--- src/rtl/regfile_pkg.sv ---
// Shared defaults, derived-width helpers and the pending-counter opcode type
// for the register file / scoreboard slice.
package regfile_pkg;

  localparam int unsigned XLEN_DEF     = 32;
  localparam int unsigned NREG_DEF     = 32;
  localparam int unsigned NRD_DEF      = 2;
  localparam int unsigned PEND_MAX_DEF = 3;

  // Register address width for a file of nreg entries.
  function automatic int unsigned aw_of(int unsigned nreg);
    return $clog2(nreg);
  endfunction

  // Counter width able to hold 0..pend_max.
  function automatic int unsigned cw_of(int unsigned pend_max);
    return $clog2(pend_max + 1);
  endfunction

  typedef enum logic [1:0] {
    CNT_HOLD,
    CNT_INC,
    CNT_DEC,
    CNT_CLR
  } cnt_op_e;

endpackage

--- src/rtl/regfile_scoreboard_if.sv ---
// Bundle of read, issue, writeback and debug signals between the ID/WB logic
// (master) and the register file / scoreboard (slave).
interface regfile_scoreboard_if
  import regfile_pkg::*;
#(
  parameter int unsigned XLEN = XLEN_DEF,
  parameter int unsigned NREG = NREG_DEF,
  parameter int unsigned NRD  = NRD_DEF
);
  localparam int unsigned AW = aw_of(NREG);

  logic [NRD*AW-1:0]   rd_addr;
  logic [NRD*XLEN-1:0] rd_data;
  logic [NRD-1:0]      rd_busy;
  logic                iss_valid;
  logic [AW-1:0]       iss_rd;
  logic                iss_ready;
  logic                wb_valid;
  logic [AW-1:0]       wb_addr;
  logic [XLEN-1:0]     wb_data;
  logic                flush;
  logic [AW-1:0]       dbg_addr;
  logic [XLEN-1:0]     dbg_data;
  logic [NREG-1:0]     busy_vec;
  logic                sb_err;

  modport master (
    output rd_addr, iss_valid, iss_rd, wb_valid, wb_addr, wb_data, flush, dbg_addr,
    input  rd_data, rd_busy, iss_ready, dbg_data, busy_vec, sb_err
  );

  modport slave (
    input  rd_addr, iss_valid, iss_rd, wb_valid, wb_addr, wb_data, flush, dbg_addr,
    output rd_data, rd_busy, iss_ready, dbg_data, busy_vec, sb_err
  );

endinterface

--- src/rtl/pend_counter.sv ---
// Saturating in-flight-write counter for one destination register.
// Flags an underflow (writeback with nothing pending) through err.
module pend_counter
  import regfile_pkg::*;
#(
  parameter  int unsigned PEND_MAX = PEND_MAX_DEF,
  localparam int unsigned CW       = cw_of(PEND_MAX)
) (
  input  logic          clk,
  input  logic          reset,
  input  logic          clr,
  input  logic          inc,
  input  logic          dec,
  output logic [CW-1:0] cnt,
  output logic          err
);

  cnt_op_e op;

  // Decode the requested update; clear wins, paired inc/dec cancel out.
  always_comb begin
    op  = CNT_HOLD;
    err = 1'b0;
    if (clr) begin
      op = CNT_CLR;
    end else if (inc && dec) begin
      op  = CNT_HOLD;
      err = (cnt == '0);
    end else if (inc) begin
      op = (cnt != CW'(PEND_MAX)) ? CNT_INC : CNT_HOLD;
    end else if (dec) begin
      if (cnt == '0) err = 1'b1;
      else           op  = CNT_DEC;
    end
  end

  // Apply the decoded update.
  always_ff @(posedge clk or negedge reset) begin
    if (!reset) begin
      cnt <= '0;
    end else begin
      case (op)
        CNT_CLR: cnt <= '0;
        CNT_INC: cnt <= cnt + CW'(1);
        CNT_DEC: cnt <= cnt - CW'(1);
        default: cnt <= cnt;
      endcase
    end
  end

endmodule

--- src/rtl/regfile_scoreboard.sv ---
// GPR array with write-through bypass on every read port, plus a per-register
// pending-write scoreboard used by ID to stall on RAW and WAW hazards.
module regfile_scoreboard
  import regfile_pkg::*;
#(
  parameter int unsigned XLEN     = XLEN_DEF,
  parameter int unsigned NREG     = NREG_DEF,
  parameter int unsigned NRD      = NRD_DEF,
  parameter int unsigned PEND_MAX = PEND_MAX_DEF
) (
  input logic                 clk,
  input logic                 reset,
  regfile_scoreboard_if.slave bus
);

  localparam int unsigned AW = aw_of(NREG);
  localparam int unsigned CW = cw_of(PEND_MAX);

  logic [XLEN-1:0] mem      [NREG];
  logic [CW-1:0]   cnt_raw  [1:NREG-1];
  logic [CW-1:0]   pend_cnt [NREG];
  logic [NREG-1:1] cnt_err;
  logic            wb_live;
  logic            iss_rdy;
  logic            iss_acc;
  logic            iss_err;

  assign wb_live = bus.wb_valid && (bus.wb_addr != '0);

  // Architectural array; x0 is never written so it stays zero.
  always_ff @(posedge clk or negedge reset) begin
    if (!reset) begin
      for (int unsigned r = 0; r < NREG; r++) mem[r] <= '0;
    end else if (wb_live) begin
      mem[bus.wb_addr] <= bus.wb_data;
    end
  end

  // Counter view indexed from 0 so x0 reads as never pending.
  always_comb begin
    pend_cnt[0] = '0;
    for (int unsigned r = 1; r < NREG; r++) pend_cnt[r] = cnt_raw[r];
  end

  // Issue acceptance: a same-cycle writeback frees a slot on a full register.
  always_comb begin
    iss_rdy = (bus.iss_rd == '0)
           || (pend_cnt[bus.iss_rd] != CW'(PEND_MAX))
           || (wb_live && (bus.wb_addr == bus.iss_rd));
    iss_acc = bus.iss_valid && iss_rdy && (bus.iss_rd != '0);
    iss_err = bus.iss_valid && !iss_rdy;
    bus.iss_ready = iss_rdy;
  end

  for (genvar r = 1; r < NREG; r++) begin : g_cnt
    pend_counter #(
      .PEND_MAX(PEND_MAX)
    ) u_cnt (
      .clk  (clk),
      .reset(reset),
      .clr  (bus.flush),
      .inc  (iss_acc && (bus.iss_rd == AW'(r))),
      .dec  (bus.wb_valid && (bus.wb_addr == AW'(r))),
      .cnt  (cnt_raw[r]),
      .err  (cnt_err[r])
    );
  end

  // Sticky protocol error: underflowing writeback or issue while not ready.
  always_ff @(posedge clk or negedge reset) begin
    if (!reset)                     bus.sb_err <= 1'b0;
    else if (iss_err || (|cnt_err)) bus.sb_err <= 1'b1;
  end

  // Registered-state view of which registers have writes in flight.
  always_comb begin
    bus.busy_vec = '0;
    for (int unsigned r = 0; r < NREG; r++) bus.busy_vec[r] = (pend_cnt[r] != '0);
  end

  for (genvar i = 0; i < NRD; i++) begin : g_rd
    logic [AW-1:0] a;
    logic          hit;

    // Bypassed read; busy compares against the count left after this cycle's
    // writeback, which also keeps an underflowing writeback from reading busy.
    always_comb begin
      a   = bus.rd_addr[i*AW +: AW];
      hit = wb_live && (bus.wb_addr == a);
      bus.rd_data[i*XLEN +: XLEN] = '0;
      if (reset) bus.rd_data[i*XLEN +: XLEN] = hit ? bus.wb_data : mem[a];
      bus.rd_busy[i] = (a != '0) && (pend_cnt[a] > CW'(hit));
    end
  end

  // Raw debug read, deliberately unbypassed.
  always_comb begin
    bus.dbg_data = mem[bus.dbg_addr];
  end

endmodule

--- src/flat_wrapper.sv ---
// flat-port wrapper written by rule: the top's interface ports become plain ports
module regfile_scoreboard_flat import regfile_pkg::*;
#(
  parameter int unsigned XLEN     = XLEN_DEF,
  parameter int unsigned NREG     = NREG_DEF,
  parameter int unsigned NRD      = NRD_DEF,
  parameter int unsigned PEND_MAX = PEND_MAX_DEF
)
  (clk, reset, bus_rd_addr, bus_iss_valid, bus_iss_rd, bus_wb_valid, bus_wb_addr, bus_wb_data, bus_flush, bus_dbg_addr, bus_rd_data, bus_rd_busy, bus_iss_ready, bus_dbg_data, bus_busy_vec, bus_sb_err);
  regfile_scoreboard_if #(.XLEN(XLEN), .NREG(NREG), .NRD(NRD)) bus_i ();
  input logic clk;
  input logic reset;
  input wire logic [$bits(bus_i.rd_addr)-1:0] bus_rd_addr;
  input wire logic [$bits(bus_i.iss_valid)-1:0] bus_iss_valid;
  input wire logic [$bits(bus_i.iss_rd)-1:0] bus_iss_rd;
  input wire logic [$bits(bus_i.wb_valid)-1:0] bus_wb_valid;
  input wire logic [$bits(bus_i.wb_addr)-1:0] bus_wb_addr;
  input wire logic [$bits(bus_i.wb_data)-1:0] bus_wb_data;
  input wire logic [$bits(bus_i.flush)-1:0] bus_flush;
  input wire logic [$bits(bus_i.dbg_addr)-1:0] bus_dbg_addr;
  output wire logic [$bits(bus_i.rd_data)-1:0] bus_rd_data;
  output wire logic [$bits(bus_i.rd_busy)-1:0] bus_rd_busy;
  output wire logic [$bits(bus_i.iss_ready)-1:0] bus_iss_ready;
  output wire logic [$bits(bus_i.dbg_data)-1:0] bus_dbg_data;
  output wire logic [$bits(bus_i.busy_vec)-1:0] bus_busy_vec;
  output wire logic [$bits(bus_i.sb_err)-1:0] bus_sb_err;
  assign bus_i.rd_addr = bus_rd_addr;
  assign bus_i.iss_valid = bus_iss_valid;
  assign bus_i.iss_rd = bus_iss_rd;
  assign bus_i.wb_valid = bus_wb_valid;
  assign bus_i.wb_addr = bus_wb_addr;
  assign bus_i.wb_data = bus_wb_data;
  assign bus_i.flush = bus_flush;
  assign bus_i.dbg_addr = bus_dbg_addr;
  assign bus_rd_data = bus_i.rd_data;
  assign bus_rd_busy = bus_i.rd_busy;
  assign bus_iss_ready = bus_i.iss_ready;
  assign bus_dbg_data = bus_i.dbg_data;
  assign bus_busy_vec = bus_i.busy_vec;
  assign bus_sb_err = bus_i.sb_err;
  regfile_scoreboard #(.XLEN(XLEN), .NREG(NREG), .NRD(NRD), .PEND_MAX(PEND_MAX)) u_core (.clk(clk), .reset(reset), .bus(bus_i));
endmodule
--- config.mk ---
export PLATFORM = sky130hd
export DESIGN_NAME = regfile_scoreboard_flat
export DESIGN_NICKNAME = d
export VERILOG_FILES = /design/src/rtl/regfile_pkg.sv /design/src/rtl/regfile_scoreboard_if.sv /design/src/rtl/pend_counter.sv /design/src/rtl/regfile_scoreboard.sv /design/src/flat_wrapper.sv
export SDC_FILE = /design/constraint.sdc
export NUM_CORES = 2
export LEC_CHECK = 0
export ABC_AREA = 0
export CORE_ASPECT_RATIO = 0.8
export CORE_MARGIN = 5
export CORE_UTILIZATION = 30
export CTS_CLUSTER_SIZE = 20
export DETAILED_ROUTE_END_ITERATION = 12
export GPL_ROUTABILITY_DRIVEN = 0
export GPL_TIMING_DRIVEN = 0
export PLACE_DENSITY_LB_ADDON = 0.1
export SLEW_MARGIN = 20
export SYNTH_ARGS = -nofsm -noshare
export SYNTH_HDL_FRONTEND = slang
export SYNTH_SLANG_ARGS = --single-unit
--- constraint.sdc ---
create_clock -name clk -period 5.05 [get_ports clk]
set_clock_uncertainty 0.1 [all_clocks]
set_input_delay 1.01 -clock clk [delete_from_list [all_inputs] [get_ports clk]]
set_output_delay 1.01 -clock clk [all_outputs]
set_load 0.01 [all_outputs]
==> out/results.txt <==
Status -> finished, violations left
Failing checks -> negative setup slack
Initial antenna violation count -> 25
Top post-synthesis cells by count -> dfrtp_1, mux4_2, mux2_2, nand2_1, clkbuf_1
Maximum buffer depth of the clock tree -> 4
Largest net degree at the start of global routing -> 128
Pint -> 21.1 mW
Ports -> 194
Top area cells in the synthesized netlist -> dfrtp_1, mux4_2, mux2_2, nand2_1, clkbuf_1
Worst min-delay path category -> in -> async
CTS Root Cell -> clkbuf_16
Power density cells -> 378 mW/mm^2
CP max stage cell -> mux4_2
Post-Syn Instances -> 4879
Crit-path max FO -> 10
Post-route DRC violation count -> 0
Post-synth EDFFs -> 0
Worst EP arrival -> 3.99 ns
1st-iter DRT viols -> 7348
Worst-Margin Slew -> 1.28 ns
Sequential area share after synthesis -> 38.8%
Post-Route WL -> 360 mm
R2R setup slack -> 1.56 ns
IO buf count -> 175
Worst-path cell chain -> clkdlybuf4s15_2, buf_12, buf_6, buf_6, mux4_2, mux4_2, mux2i_2, a21oi_4, clkdlybuf4s50_1
Cell Rows -> 158
Clk pwr share -> 32.3%
Synth async-reset ratio -> 100%
Final hold vios -> 0
Worst reg2reg startpoint -> u_core.g_cnt[4].u_cnt.cnt[0]
Grt ovf -> 0
Leakage power -> 34.1 nW
CP startpoint kind -> input port
Routed len/inst -> 42.4 um
Syn avg cell area -> 14.4 um^2
Layout area overhead -> 18.2%
Dominant cell type by area after synthesis -> dfrtp_1
P_sw -> 10.1 mW
Antenna-violating nets left -> 0
Combinational share of power -> 29.2%
Maximum clock rate -> 196 MHz
Maximum vdd drop -> 196 uV
# fillers -> 22600
Final min period -> 5.10 ns
Number of global-route vias before repair -> 51800
Yosys cell types -> 64
Detail Placement HPWL -> 254 mm
Die height -> 442 um
Seq pwr share -> 38.5%
Core area -> 0.232 mm^2
Max_slew headroom -> 14.7%
Dpl ws -> -2.21 ns
Drt pass-1 iters -> 6
H-tree depth -> 4
Clock buffer count from CTS -> 145
Final WS setup -> -0.0540 ns
Via/cell ratio -> 6.24
Reg2Reg Depth -> 12
Clock slew at reported path FFs -> 0.06 ns
Clock latency on the worst-skew pair -> 0.84 ns
Seq cells post-synth -> 1087
Die X -> 550 um
Synth top area share -> 38.8%
Syn nets -> 5005
Via count -> 53000
Critical path type -> in -> out
CTS tree -> done
Critical Path Max Stage Delay -> 0.51 ns
Most common cell in the netlist -> dfrtp_1
# clock sinks -> 1087
Required time worst endpoint -> 3.94 ns
Worst setup EP type -> output pin
Switching Fraction -> 32.4%
Fraction of layout instances using a drive strength above 1 -> 50.1%
Total Routing Usage GR -> 29.1%
YS warnings -> 0
Final setup fails -> 7
R2r endpoint -> u_core.g_cnt[12].u_cnt.cnt[1]
Most used DFF post-synth -> dfrtp_1
Max cap viols -> 0
Period utilisation layout -> 101%
Final Net Count -> 5395
Mapped Area -> 0.0700 mm^2
Starting Density -> 30.2%
First-pass GRT wire length -> 480 mm
Final max-slew violation count -> 0
Die area -> 0.243 mm^2
Aggregate negative setup slack -> -0.157 ns
## worst max-delay path, delay by kind of cell
| kind | cells | cell delay (ns) |
|---|---|---|
| compound gates | 1 | 0.15 |
| buf+inv | 5 | 1.57 |
| mux | 3 | 1.26 |
## layout by cell type, fill, tap and decap left out, drive strengths merged, types with 10 or more instances in the layout
master	synthesis	layout
a22oi	17	17
nor2	100	100
o21ai	143	143
xor2	30	30
a31oi	29	29
o22a	10	10
ha	64	64
dlymetal6s2s	0	10
clkinv	1	20
and2	10	10
buf	275	334
a21o	12	12
inv	33	31
mux2i	99	99
mux2	947	947
o22ai	12	12
clkbuf	294	516
dfrtp	1087	1087
nor2b	11	11
nand2	363	363
clkdlybuf4s50	0	141
mux4	979	979
a21oi	132	132
dlygate4sd2	0	20
nand2b	11	11
nand3	20	20
xnor2	16	16
or2	43	43
nor3	36	36
a211oi	13	13
a31o	14	14
## sequential cells by signal (all words and copies together) (netlist names)
| register | count |
|---|---|
| u_core.mem | 1024 |
| u_core.g_cnt.u_cnt.cnt | 62 |
| u_core.bus.sb_err | 1 |
## power groups by stage
stage	clock network, mW	registers (mW)	logic (mW)
after detailed placement	0	12.1	8.84
after global routing	10.6	12.3	9.52
after floorplan	0	11.5	5.84
final	10.1	12.0	9.11
after global placement	0	12.1	8.69
after CTS	10.3	12.0	9.00
## what timing repair did
action	4_1_cts	5_1_grt
hold buffers	1	0
pin swaps	14	2
cloned	2	0
hold endpoints to repair	17	0
setup endpoints to repair	99	55
gates resized for setup	315	67
setup buffers	13	4
## metal layers
metal	up-vias	GRT usage, %	part of all wire (%)
met5	-	0.868	0.081
met4	12	12.0	5.1
met3	716	9.83	11
met2	3259	41.2	42
met1	29100	40.5	42
li1	19900	-	-
## worst max-delay path by stage
stage,cells past startpoint,slack [ns],start,to
after floorplan,11,0.34,bus_rd_addr[0],bus_rd_busy[0]
after global placement,1,-51.83,reset,u_core.mem[40]
after detailed placement,14,-2.21,bus_rd_addr[0],bus_rd_busy[0]
after CTS,12,-0.22,bus_rd_addr[0],bus_rd_busy[0]
after global routing,8,-0.003,bus_rd_addr[0],bus_rd_data[5]
final,9,-0.05,bus_rd_addr[6],bus_rd_data[63]
## cell families after synthesis
| kind of cell | Yosys count | synth area share, % |
|---|---|---|
| AOI/OAI and AO/OA | 421 | 3.57 |
| xor gates and xnor gates | 46 | 0.575 |
| adders and majority gates | 64 | 1.14 |
| buffers and inverters | 603 | 3.73 |
| DFF | 1087 | 38.8 |
| muxes | 2025 | 48.1 |
| other | 1 | 0.00536 |
| and+or+nand+nor | 632 | 3.99 |
## through the flow
stage	area [um^2]	total power [mW]	std cells	utilization [%]	hold WS, ns
after global routing	82800	32.4	8482	35.7	0.139
after detailed placement	77000	20.9	8223	33.2	0.386
after CTS	82600	31.2	8477	35.6	0.124
final	82800	31.3	8488	35.7	0.118
after global placement	75700	20.8	8174	32.6	0.372
after floorplan	70000	17.4	4879	-	0.358
## layout make-up
| cell class | count | area [um^2] | share of cell area (%) |
|---|---|---|---|
| inverters | 34 | 135 | 0.163 |
| plain buffers | 568 | 3440 | 4.16 |
| clock buffers | 216 | 4160 | 5.02 |
| well taps | 3120 | 3900 | 4.72 |
| multi-input cells | 3189 | 40600 | 49.1 |
| clock inverters | 23 | 234 | 0.283 |
| flip-flops and latches | 1087 | 27200 | 32.9 |
| diodes | 7 | 17.5 | 0.0212 |
| repair buffers | 244 | 3070 | 3.71 |
(Power assumes the default switching activity.)
